## src/rtl/byte_pack_if.sv

```systemverilog
// Handshake bundle between the counter-bank sources, the packing scheduler and the output FIFO.
interface byte_pack_if #(
    parameter int N_REQ  = 4,
    parameter int DATA_W = 8,
    parameter int LANES  = 4
);
    localparam int WORD_W = DATA_W * LANES;
    localparam int PTR_W  = $clog2(N_REQ);
    localparam int CNT_W  = $clog2(LANES + 1);

    logic [N_REQ-1:0]        req_valid;
    logic [N_REQ*DATA_W-1:0] req_data;
    logic [N_REQ-1:0]        req_ready;
    logic                    flush;
    logic [WORD_W-1:0]       word_out;
    logic [CNT_W-1:0]        word_bytes;
    logic [LANES*PTR_W-1:0]  word_src;
    logic                    word_valid;
    logic                    word_ready;

    modport master (
        output req_valid, req_data, flush, word_ready,
        input  req_ready, word_out, word_bytes, word_src, word_valid
    );

    modport slave (
        input  req_valid, req_data, flush, word_ready,
        output req_ready, word_out, word_bytes, word_src, word_valid
    );
endinterface

```

## src/rtl/byte_pack_scheduler.sv

```systemverilog
// Round-robin arbiter that packs one granted source byte per cycle into a shared
// word register and hands the full or flushed word to the FIFO via valid/ready.
module byte_pack_scheduler #(
    parameter int N_REQ  = 4,
    parameter int DATA_W = 8,
    parameter int LANES  = 4
) (
    input logic        clk,
    input logic        rst,
    byte_pack_if.slave bus
);
    localparam int WORD_W = DATA_W * LANES;
    localparam int PTR_W  = $clog2(N_REQ);
    localparam int CNT_W  = $clog2(LANES + 1);

    typedef enum logic {FILL, HOLD} state_t;

    state_t                 state, state_nxt;
    logic [PTR_W-1:0]       rr_ptr, rr_nxt;
    logic [CNT_W-1:0]       fill_cnt, fill_nxt;
    logic [WORD_W-1:0]      word_q, word_nxt;
    logic [LANES*PTR_W-1:0] src_q, src_nxt;

    logic                   gnt_found;
    logic [PTR_W-1:0]       gnt_idx;
    logic [DATA_W-1:0]      gnt_data;
    logic                   accept;

    function automatic logic [PTR_W-1:0] rr_inc(input logic [PTR_W-1:0] g);
        if (g == PTR_W'(N_REQ - 1)) return '0;
        return g + 1'b1;
    endfunction

    // Round-robin search beginning at rr_ptr; first valid source wins.
    always_comb begin
        int               idx;
        logic [PTR_W-1:0] cand;
        gnt_found = 1'b0;
        gnt_idx   = '0;
        idx       = 0;
        cand      = '0;
        for (int k = 0; k < N_REQ; k++) begin
            idx = int'(rr_ptr) + k;
            if (idx >= N_REQ) idx = idx - N_REQ;
            cand = PTR_W'(idx);
            if (!gnt_found && bus.req_valid[cand]) begin
                gnt_found = 1'b1;
                gnt_idx   = cand;
            end
        end
    end

    assign accept        = (state == FILL) && gnt_found && !rst;
    assign gnt_data      = bus.req_data[gnt_idx*DATA_W +: DATA_W];
    assign bus.req_ready = accept ? (N_REQ'(1) << gnt_idx) : '0;

    always_comb begin
        state_nxt = state;
        rr_nxt    = rr_ptr;
        fill_nxt  = fill_cnt;
        word_nxt  = word_q;
        src_nxt   = src_q;
        case (state)
            FILL: begin
                if (accept) begin
                    for (int k = 0; k < LANES; k++) begin
                        if (fill_cnt == CNT_W'(k)) begin
                            word_nxt[k*DATA_W +: DATA_W] = gnt_data;
                            src_nxt[k*PTR_W +: PTR_W]    = gnt_idx;
                        end
                    end
                    fill_nxt = fill_cnt + 1'b1;
                    rr_nxt   = rr_inc(gnt_idx);
                end
                // An empty word with nothing arriving gives flush nothing to close.
                if (accept && fill_cnt == CNT_W'(LANES - 1))
                    state_nxt = HOLD;
                else if (bus.flush && (fill_cnt != '0 || accept))
                    state_nxt = HOLD;
            end
            HOLD: begin
                if (bus.word_ready) begin
                    fill_nxt  = '0;
                    word_nxt  = '0;
                    src_nxt   = '0;
                    state_nxt = FILL;
                end
            end
            default: state_nxt = FILL;
        endcase
    end

    always_ff @(posedge clk) begin
        if (rst) begin
            state    <= FILL;
            rr_ptr   <= '0;
            fill_cnt <= '0;
            word_q   <= '0;
            src_q    <= '0;
        end else begin
            state    <= state_nxt;
            rr_ptr   <= rr_nxt;
            fill_cnt <= fill_nxt;
            word_q   <= word_nxt;
            src_q    <= src_nxt;
        end
    end

    // The lane count doubles as the byte count of the presented word.
    assign bus.word_out   = word_q;
    assign bus.word_src   = src_q;
    assign bus.word_bytes = fill_cnt;
    assign bus.word_valid = (state == HOLD);
endmodule
```

## src/flat_wrapper.sv

```systemverilog
// flat-port wrapper written by rule: the top's interface ports become plain ports
module byte_pack_scheduler_flat 
#(
    parameter int N_REQ  = 4,
    parameter int DATA_W = 8,
    parameter int LANES  = 4
)
  (clk, rst, bus_req_valid, bus_req_data, bus_flush, bus_word_ready, bus_req_ready, bus_word_out, bus_word_bytes, bus_word_src, bus_word_valid);
  byte_pack_if #(.N_REQ(N_REQ), .DATA_W(DATA_W), .LANES(LANES)) bus_i ();
  input logic clk;
  input logic rst;
  input wire logic [$bits(bus_i.req_valid)-1:0] bus_req_valid;
  input wire logic [$bits(bus_i.req_data)-1:0] bus_req_data;
  input wire logic [$bits(bus_i.flush)-1:0] bus_flush;
  input wire logic [$bits(bus_i.word_ready)-1:0] bus_word_ready;
  output wire logic [$bits(bus_i.req_ready)-1:0] bus_req_ready;
  output wire logic [$bits(bus_i.word_out)-1:0] bus_word_out;
  output wire logic [$bits(bus_i.word_bytes)-1:0] bus_word_bytes;
  output wire logic [$bits(bus_i.word_src)-1:0] bus_word_src;
  output wire logic [$bits(bus_i.word_valid)-1:0] bus_word_valid;
  assign bus_i.req_valid = bus_req_valid;
  assign bus_i.req_data = bus_req_data;
  assign bus_i.flush = bus_flush;
  assign bus_i.word_ready = bus_word_ready;
  assign bus_req_ready = bus_i.req_ready;
  assign bus_word_out = bus_i.word_out;
  assign bus_word_bytes = bus_i.word_bytes;
  assign bus_word_src = bus_i.word_src;
  assign bus_word_valid = bus_i.word_valid;
  byte_pack_scheduler #(.N_REQ(N_REQ), .DATA_W(DATA_W), .LANES(LANES)) u_core (.clk(clk), .rst(rst), .bus(bus_i));
endmodule
```

## config.mk

```make
export PLATFORM = sky130hd
export DESIGN_NAME = byte_pack_scheduler_flat
export DESIGN_NICKNAME = d
export VERILOG_FILES = /design/src/rtl/byte_pack_if.sv /design/src/rtl/byte_pack_scheduler.sv /design/src/flat_wrapper.sv
export SDC_FILE = /design/constraint.sdc
export NUM_CORES = 1
export LEC_CHECK = 0
export BUFFER_PORTS_ARGS = -buffer_cell sky130_fd_sc_hd__buf_2
export CORE_MARGIN = 8
export CORE_UTILIZATION = 30
export CTS_CLUSTER_SIZE = 24
export DETAILED_ROUTE_END_ITERATION = 8
export PLACE_DENSITY = 0.5
export SLEW_MARGIN = 40
export SYNTH_ARGS = -nofsm -noshare
export SYNTH_HDL_FRONTEND = slang
export SYNTH_SLANG_ARGS = --single-unit
```

## constraint.sdc

```tcl
create_clock -name clk -period 2.69 [get_ports clk]
set_input_delay 0.4035 -clock clk [delete_from_list [all_inputs] [get_ports clk]]
set_output_delay 0.4035 -clock clk [all_outputs]
set_load 0.005 [all_outputs]
```

# Word-level counts from Yosys, hierarchy flattened
# Cells that the tools add are included.
[word_totals]
input_bits = 40
register_bits = 46
elab_cells = 108
[op_classes]
reduce_logical = 20
shifts = 2
magnitude_cmp = 8
eq_ne = 10
add_sub_neg = 9
bitwise = 1
n_mux = 47
[op_table]
columns = ["cell", "count"]
rows = [
  ["two-way mux 32 bit", 2],
  ["case mux 32 bit (2 select lines)", 1],
  ["two-way mux 8 bit", 6],
  ["variable part select 32 x 6 -> 8 bit", 1],
  ["two-way mux 2 bit", 14],
  ["case mux 8 bit (2 select lines)", 1],
  ["two-way mux 1 bit", 14],
  ["< comparator 2 x 3 -> 1 bit, second input constant", 4],
  ["AND reduction 3 bit", 4],
  ["inequality test 2 bit, second input constant", 5],
  [">= comparator 3 bit, second input constant", 3],
  ["binary-select mux 1 bit (select 2 bit)", 4],
  ["subtractor 2 x 1 -> 2 bit, second input constant", 4],
  ["logical AND 1 bit", 7],
  ["adder 2 x 2 -> 3 bit, second input constant", 2],
  ["equality test 3 x 2 -> 1 bit, second input constant", 2],
  ["two-way mux 3 bit", 2],
  ["case mux 3 bit (2 select lines)", 1],
  ["zero test 1 bit", 4],
  ["two-way mux 4 bit", 1],
  ["AND reduction 2 bit", 2],
  ["<< shifter 1 x 2 -> 4 bit, first input constant", 1],
  ["adder 2 x 1 -> 3 bit, second input constant", 1],
  ["adder 3 x 1 -> 3 bit, second input constant", 1],
  ["other kinds (10)", 10],
]

# Longest topological paths before layout
# Gate-level depths: netlist (run 1).
[depth]
word_depth = 21
depth_mapped = 7

# Least setup slack after synthesis (run 1)
# OpenSTA, ideal clock, no wires.
[synth_timing]
kind = "input port to output port"
start = "input port bus_req_valid[0]"
end = "output port bus_req_ready[0]"
arrival_ps = 1523
cell_stages = 7
n_path_buf = 1
slack_ps = 763
cell_sequence = "nor2b_1 -> o21ba_2 -> nor2_8 -> buf_12 -> inv_1 -> ha_1 -> and2_1"
[synth_via]
elab_chain_cells = 15
elab_cells_between_ends = 26
cone_classes = "1 x shift; 17 x mux; 8 x reduce/logical"
[synth_lines]
columns = ["item", "line", "source"]
rows = [
  ["from (decl)", "flat_wrapper.sv:12", "input wire logic [$bits(bus_i.req_valid)-1:0] bus_req_valid;"],
  ["binary-select mux 1 bit (select 2 bit)", "byte_pack_scheduler.sv:46", "if (!gnt_found && bus.req_valid[cand]) begin"],
  ["two-way mux 1 bit (implied by the code)", "byte_pack_scheduler.sv:46", ""],
  ["two-way mux 1 bit", "byte_pack_scheduler.sv:46", ""],
  ["zero test 1 bit", "byte_pack_scheduler.sv:46", ""],
  ["logical AND 1 bit", "byte_pack_scheduler.sv:46", ""],
  ["two-way mux 1 bit", "byte_pack_scheduler.sv:46", ""],
  ["zero test 1 bit", "byte_pack_scheduler.sv:46", ""],
  ["logical AND 1 bit", "byte_pack_scheduler.sv:46", ""],
  ["two-way mux 1 bit", "byte_pack_scheduler.sv:46", ""],
  ["zero test 1 bit", "byte_pack_scheduler.sv:46", ""],
  ["logical AND 1 bit", "byte_pack_scheduler.sv:46", ""],
  ["two-way mux 1 bit", "byte_pack_scheduler.sv:46", ""],
  ["logical AND 1 bit (2 in a row)", "byte_pack_scheduler.sv:53", "assign accept = (state == FILL) && gnt_found && !rst;"],
  ["two-way mux 4 bit *", "byte_pack_scheduler.sv:55", "assign bus.req_ready = accept ? (N_REQ'(1) << gnt_idx) : '0;"],
  ["to (decl)", "flat_wrapper.sv:16", "output wire logic [$bits(bus_i.req_ready)-1:0] bus_req_ready;"],
]
# Every way passes the cells marked *; elsewhere a longest branch is shown, timed or not. The select of a mux whose other input is x is not followed.

# Final worst setup path (run 1)
[layout_timing]
start = "register u_core.rr_ptr[0]"
end = "output port bus_req_ready[0]"
[layout_via]
elab_chain_cells = 17
elab_cells_between_ends = 41
cone_classes = "7 x add/sub; 4 x order compare; 1 x shift; 21 x mux; 8 x reduce/logical"
[layout_lines]
columns = ["item", "line", "source"]
rows = [
  ["from (decl)", "byte_pack_scheduler.sv:19", "logic [PTR_W-1:0] rr_ptr, rr_nxt;"],
  ["from (signal assigned)", "byte_pack_scheduler.sv:102", "rr_ptr <= rr_nxt;"],
  ["branches (longest 16 deep; another with adder 2 x 1 -> 3 bit)", "n/a", ""],
  ["two-way mux 4 bit *", "byte_pack_scheduler.sv:55", ""],
]
# Every way passes the cells marked *. The select of a mux whose other input is x is not followed.

==> results of run 1 <==
## final cells by class
| class | count | share of cell area |
|---|---|---|
| multi-input cells | 173 | 0.432 |
| flip-flops and latches | 46 | 0.313 |
| repair buffers | 93 | 0.163 |
| well taps | 102 | 0.0434 |
| clock buffers | 5 | 0.0234 |
| clock inverters | 3 | 0.0149 |
| inverters | 6 | 0.00937 |
## worst max-delay path, stage by stage (launching register included)
cell	delay [ns]
dfxtp_1	0.36
nor2b_1	0.09
o21ai_0	0.19
and3b_1	0.33
clkinv_4	0.14
ha_1	0.19
and2_1	0.12
buf_2	0.12
## cells in the final DEF (no fill, tap or decap), types with 6 or more instances in the layout
cell | synthesis | routed
a21oi_1 | 14 | 14
buf_2 | 3 | 87
buf_4 | 0 | 6
dfxtp_1 | 46 | 46
ha_1 | 9 | 9
mux2i_1 | 8 | 8
mux2i_2 | 6 | 6
nand2_1 | 29 | 29
nand3_1 | 32 | 32
o221ai_1 | 30 | 30
## metrics by stage
stage          std cells   util  cell area (um^2)  total power, W  hold WS (ns)
2_1_floorplan        235      -              2280         0.00126         0.457
3_3_place_gp         420  0.374              2830         0.00149         0.437
3_5_place_dp         420  0.374              2830         0.00149         0.446
4_1_cts              428  0.388              2940         0.00202         0.436
5_1_grt              428  0.388              2940         0.00212         0.448
6_report             428  0.388              2940         0.00200         0.436
## state kept, by name, indices dropped and copies added, names as in the netlist
signal,flops
u_core.bus.word_out,32
u_core.bus.word_valid,1
u_core.bus.word_src,8
u_core.rr_ptr,2
u_core.bus.word_bytes,3
## final timing paths
kind,start,end,slack [ns]
worst min-delay path,bus_req_data[27],u_core.bus.word_out[19],0.44
worst max register to register,u_core.bus.word_valid,u_core.bus.word_out[28],0.68
worst min register to register,u_core.bus.word_src[1],u_core.bus.word_src[1],0.47
worst max-delay path,u_core.rr_ptr[0],bus_req_ready[0],0.45
## power by group through the flow
stage	Sequential (W)	Clock (W)	Combinational, W
2_1_floorplan	0.000843	0	0.000412
3_3_place_gp	0.000848	0	0.000643
3_5_place_dp	0.000844	0	0.000650
4_1_cts	0.000830	0.000538	0.000653
5_1_grt	0.000840	0.000569	0.000713
6_report	0.000831	0.000525	0.000642
## routing by layer
metal,global-route usage,up-vias
li1,-,1065
met1,0.178,1003
met2,0.239,51
met3,0.0301,7
met4,0.0489,0
met5,0,-
## kinds of logic (layout without fill, tap and decap cells)
| group | after synthesis | after routing | synth area share |
|---|---|---|---|
| multiplexers | 16 | 16 | 0.0910 |
| AO/OA/AOI/OAI | 58 | 58 | 0.199 |
| buffers and inverters | 16 | 107 | 0.0405 |
| adder cells (fa/ha/maj) | 9 | 9 | 0.0493 |
| flip-flops | 46 | 46 | 0.403 |
| AND/OR/NAND/NOR | 90 | 90 | 0.216 |
==> impl_metrics.toml, run 1 <==
[drt]
vias = 2126
drtPass1Iterations = 4
wl_met3_um = 431
drt_wl_total_mm = 7.41
viasPerCell = 4.97
wl_met1_mm = 3.29
drt-initial-drc-count = 85
drc_errors = 0
top_layer = "met4"
dr_wl_met2_mm = 3.58
ant_nets = 0
avgRoutedWirePerCell_um = 17.3

[logic_synthesis]
synthArstFlopShare = 0
yosysMostFrequentCell = "dfxtp_1"
synth_area_leaders = "dfxtp_1 (40%), o221ai_1 (12%), nand3_1 (7.0%)"
synth.distinct_cells = 37
synth_top_flop_cell = "dfxtp_1"
synth_cells = 235
ys_ff_latch = 46
syn_avg_cell_area_um2 = 9.72
ys_top_cells_by_count = "dfxtp_1 (46), nand3_1 (32), o221ai_1 (30)"
netlist.top_cell.by_area = "dfxtp_1"
ys_seq_area_frac = 0.403
yosysTopAreaCellShare = 0.403
synth_edf_count = 0
yosysWarnings = 0
syn-num-nets = 284
syn_area_um2 = 2280

[final_layout]
final_layout_size_suffix_gt1_frac = 0.383
fill_cells = 791
seq_area_um2 = 921
final_nets = 374
multiInputGateArea_um2 = 1270
syn2layout_area_growth_pct = 28.7
antenna_cells = 0

[clock_tree]
cts_hold_buffers = 0
cts_setup_buffers = 0
cts_tree = "built"
cts_made_buffers = 5
clk_latency_ns = 0.30
clkTransAtPathRegs_ns = 0.09
cts-resized-gates = 0
cts_max_level = 2
cts_buffer_depth = 2
numClockSinks = 46
root_buffer = "clkbuf_8"

[grt]
grt_first_pass_wirelength_mm = 11.7
antenna_found_initial = 0
grt_start_max_net_pins = 20
overflow = 0
grt_usage = 0.143
grt_pass1_vias = 2158

[pwr]
p_sw_frac = 0.340
leakagePower_nw = 1.31
pwr-share-clk = 0.263
p_seq_frac = 0.416
p_per_area_nw_per_um2 = 680
p_comb_frac = 0.322
power.internal_w = 0.00132
ir_drop_mv = 0.221
p_switching_w = 0.000679

[timing]
report.final.slew_viol_count = 0
finalCritPeriodShare = 0.833
fin_setup_tns_ns = 0
fin_ws_ns = 0.450
clock_skew_ns = 0.0113
rsz0062_at_grt = "false"
finalSetupViolCount = 0
min_period_ns = 2.24
finalHoldViolCount = 0
fmax_ghz = 0.446
tightest_slew_ns = 0.708
slew_headroom = 0.526

[setup_path]
cp_max_fo = 8
cp-start-kind = "register"
critical_path.endpoint_type = "primary output"
critical_path_class = "register to primary output"
crit_required_ns = 2.29
r2r_cells = 3
cp_data_arrival_time_ns = 1.84

[floorplanning]
fp.dieArea_um2 = 10700
die_w_um = 103
pin_count = 88
fp.dieH_um = 103
rows = 32
start_util = 0.302
core_area_um2 = 7570

[min_path]
hold_depth = 3
hp-class = "input pin to register"

[run]
max_cap_viol_count = 0

[place]
pre_cts_ws_ns = 0.464
hpwl_mm = 5.43
io_buffers = 87
gp_congestion = 0.754

[outcome]
status = "completed"
Note: power is estimated with default switching activity, not from simulation.
==> run 2: changes to the inputs <==
--- a/config.mk
+++ b/config.mk
@@ -10,7 +10,7 @@
 export CORE_UTILIZATION = 30
 export CTS_CLUSTER_SIZE = 24
 export DETAILED_ROUTE_END_ITERATION = 8
-export PLACE_DENSITY = 0.5
+export PLACE_DENSITY = 0.52
 export SLEW_MARGIN = 40
 export SYNTH_ARGS = -nofsm -noshare
 export SYNTH_HDL_FRONTEND = slang
==> constraint.sdc (replaced) <==
create_clock -name clk -period 1.9 [get_ports clk]
set_input_delay 0.285 -clock clk [delete_from_list [all_inputs] [get_ports clk]]
set_output_delay 0.285 -clock clk [all_outputs]
set_load 0.005 [all_outputs]
==> run 2 against run 1 <==
Compared with the run above:
- the run now ends with negative setup slack left
- combinational power increased by 64%
- hold slack got worse by 0.12 ns
- non-clock buffer count increased by 25
- sequential cell count unchanged
- cell area increased by 8.2%
- largest power group unchanged
- worst setup slack got worse by 0.48 ns
- total power increased by 50%
- sequential share of layout area decreased by 2.2 points
- global-route usage increased by 0.49 points
- first-iteration DRC count increased by 13%
==> impl_metrics.toml, run 2 (same netlist as run 1, synthesis figures left out) <==
[pwr]
ir_drop_mv = 0.343
power.internal_w = 0.00199
p_switching_w = 0.00100
p_comb_frac = 0.351
pwr-share-clk = 0.253
p_seq_frac = 0.395
p_per_area_nw_per_um2 = 941
p_sw_frac = 0.336
finalPower_w = 0.00299
leakagePower_nw = 1.43

[place]
io_buffers = 87
post_dp_cell_area_um2 = 3000
place_inst = 441
hpwl_mm = 5.59
gp_congestion = 0.740

[final_layout]
final_nets = 399
final_cell_mix = "buf_2 (87), dfxtp_1 (44), nand3_1 (32)"
final_common_cell = "buf_2"
finalNonFillerCells = 453
fill_cells = 761
finish.instance_area_um2 = 3180
largest_register_ffs = 32
antenna_cells = 0
syn2layout_area_growth_pct = 39.3
final_layout_size_suffix_gt1_frac = 0.470

[floorplanning]
rows = 32
fp.dieArea_um2 = 10700
core_area_um2 = 7570
start_util = 0.302
die_w_um = 103
pin_count = 88
fp.dieH_um = 103

[setup_path]
crit_required_ns = 1.62
cp_max_fo = 4
cp-start-kind = "register"
cp_data_arrival_time_ns = 1.64
critical_path_class = "register to primary output"
critical_path.endpoint_type = "primary output"

[clock_tree]
cts_max_level = 2
cts_hold_buffers = 0
numClockSinks = 46
root_buffer = "clkbuf_8"
clkTransAtPathRegs_ns = 0.09
clk_latency_ns = 0.31
cts_made_buffers = 5
cts_buffer_depth = 2
cts_tree = "built"

[timing]
tightest_slew_ns = 0.655
finalSetupViolCount = 1
slew_headroom = 0.562
clock_skew_ns = 0.00678
fin_ws_ns = -0.0278
finalCritPeriodShare = 1.01
min_period_ns = 1.93
report.final.slew_viol_count = 0
finalHoldViolCount = 0
rsz0062_at_grt = "true"
fmax_ghz = 0.519

[outcome]
status = "finished, violations left"
failed_checks = "negative setup slack"

[drt]
ant_nets = 0
drt_wl_total_mm = 7.54
drc_errors = 0
drtPass1Iterations = 4
avgRoutedWirePerCell_um = 16.6
viasPerCell = 4.98
vias = 2257
drt-initial-drc-count = 96

[min_path]
hp-class = "input pin to register"

[run]
max_cap_viol_count = 0

[grt]
grt_usage = 0.148
antenna_found_initial = 0
grt_start_max_net_pins = 20
grt_first_pass_wirelength_mm = 12.2
overflow = 0
grt_pass1_vias = 2454
[run 2: metal layers]
layer | GRT usage | routed length [um] | vias to the layer above
met5 | 0 | 0 | -
met4 | 0.0523 | 136 | 0
met3 | 0.0248 | 445 | 10
met2 | 0.260 | 3720 | 62
met1 | 0.178 | 3230 | 1066
li1 | - | - | 1119
[run 2: area by class of cell]
cell class                      instances  area, um^2  share of cell area
Clock buffer                            5        68.8              0.0216
Clock inverter                          3        43.8              0.0138
Inverter                                6        27.5             0.00865
Multi-Input combinational cell        173        1310               0.411
Sequential cell                        46         926               0.291
Tap cell                              102         128              0.0401
Timing Repair Buffer                  118         681               0.214
[run 2: path summary, 6_finish.rpt]
path | from | slack [ns] | cells past startpoint | end
max | u_core.rr_ptr[0] | -0.03 | 7 | bus_req_ready[2]
min | bus_req_data[27] | 0.32 | 3 | u_core.bus.word_out[11]
min reg2reg | u_core.bus.word_out[3] | 0.47 | 2 | u_core.bus.word_out[3]
max reg2reg | u_core.rr_ptr[1] | 0.13 | 7 | u_core.bus.word_out[26]
[run 2: through the flow]
stage | setup WS, ns | hold slack (ns) | setup TNS [ns] | utilization
6_report | -0.0278 | 0.317 | -0.0278 | 0.420
5_1_grt | -0.132 | 0.333 | -0.378 | 0.420
4_1_cts | -0.0185 | 0.312 | -0.0369 | 0.415
3_5_place_dp | -0.0161 | 0.446 | -0.0321 | 0.396
3_3_place_gp | 0.0103 | 0.446 | 0 | 0.396
2_1_floorplan | 0.210 | 0.354 | 0 | -
[run 2: repair_timing]
item,4_1_cts,5_1_grt
endpoints found under the hold margin,0,0
pin swaps,4,5
setup buffers,3,1
gates resized for setup,5,12
setup endpoints to repair,4,17
[run 2: power by group through the flow]
stage / Sequential (W) / Combinational, W / Clock (W)
floorplan: 0.00119 / 0.000584 / 0
global placement: 0.00120 / 0.000998 / 0
detailed placement: 0.00120 / 0.00100 / 0
CTS: 0.00118 / 0.00103 / 0.000779
global route: 0.00120 / 0.00117 / 0.000811
finish: 0.00118 / 0.00105 / 0.000758
[run 2: worst max-delay path: stages (launching register included)]
cell	delay, ns
dfxtp_2	0.36
nor2b_2	0.05
o21bai_1	0.16
and3b_2	0.28
clkinv_4	0.07
ha_2	0.17
and2_4	0.15
buf_2	0.12
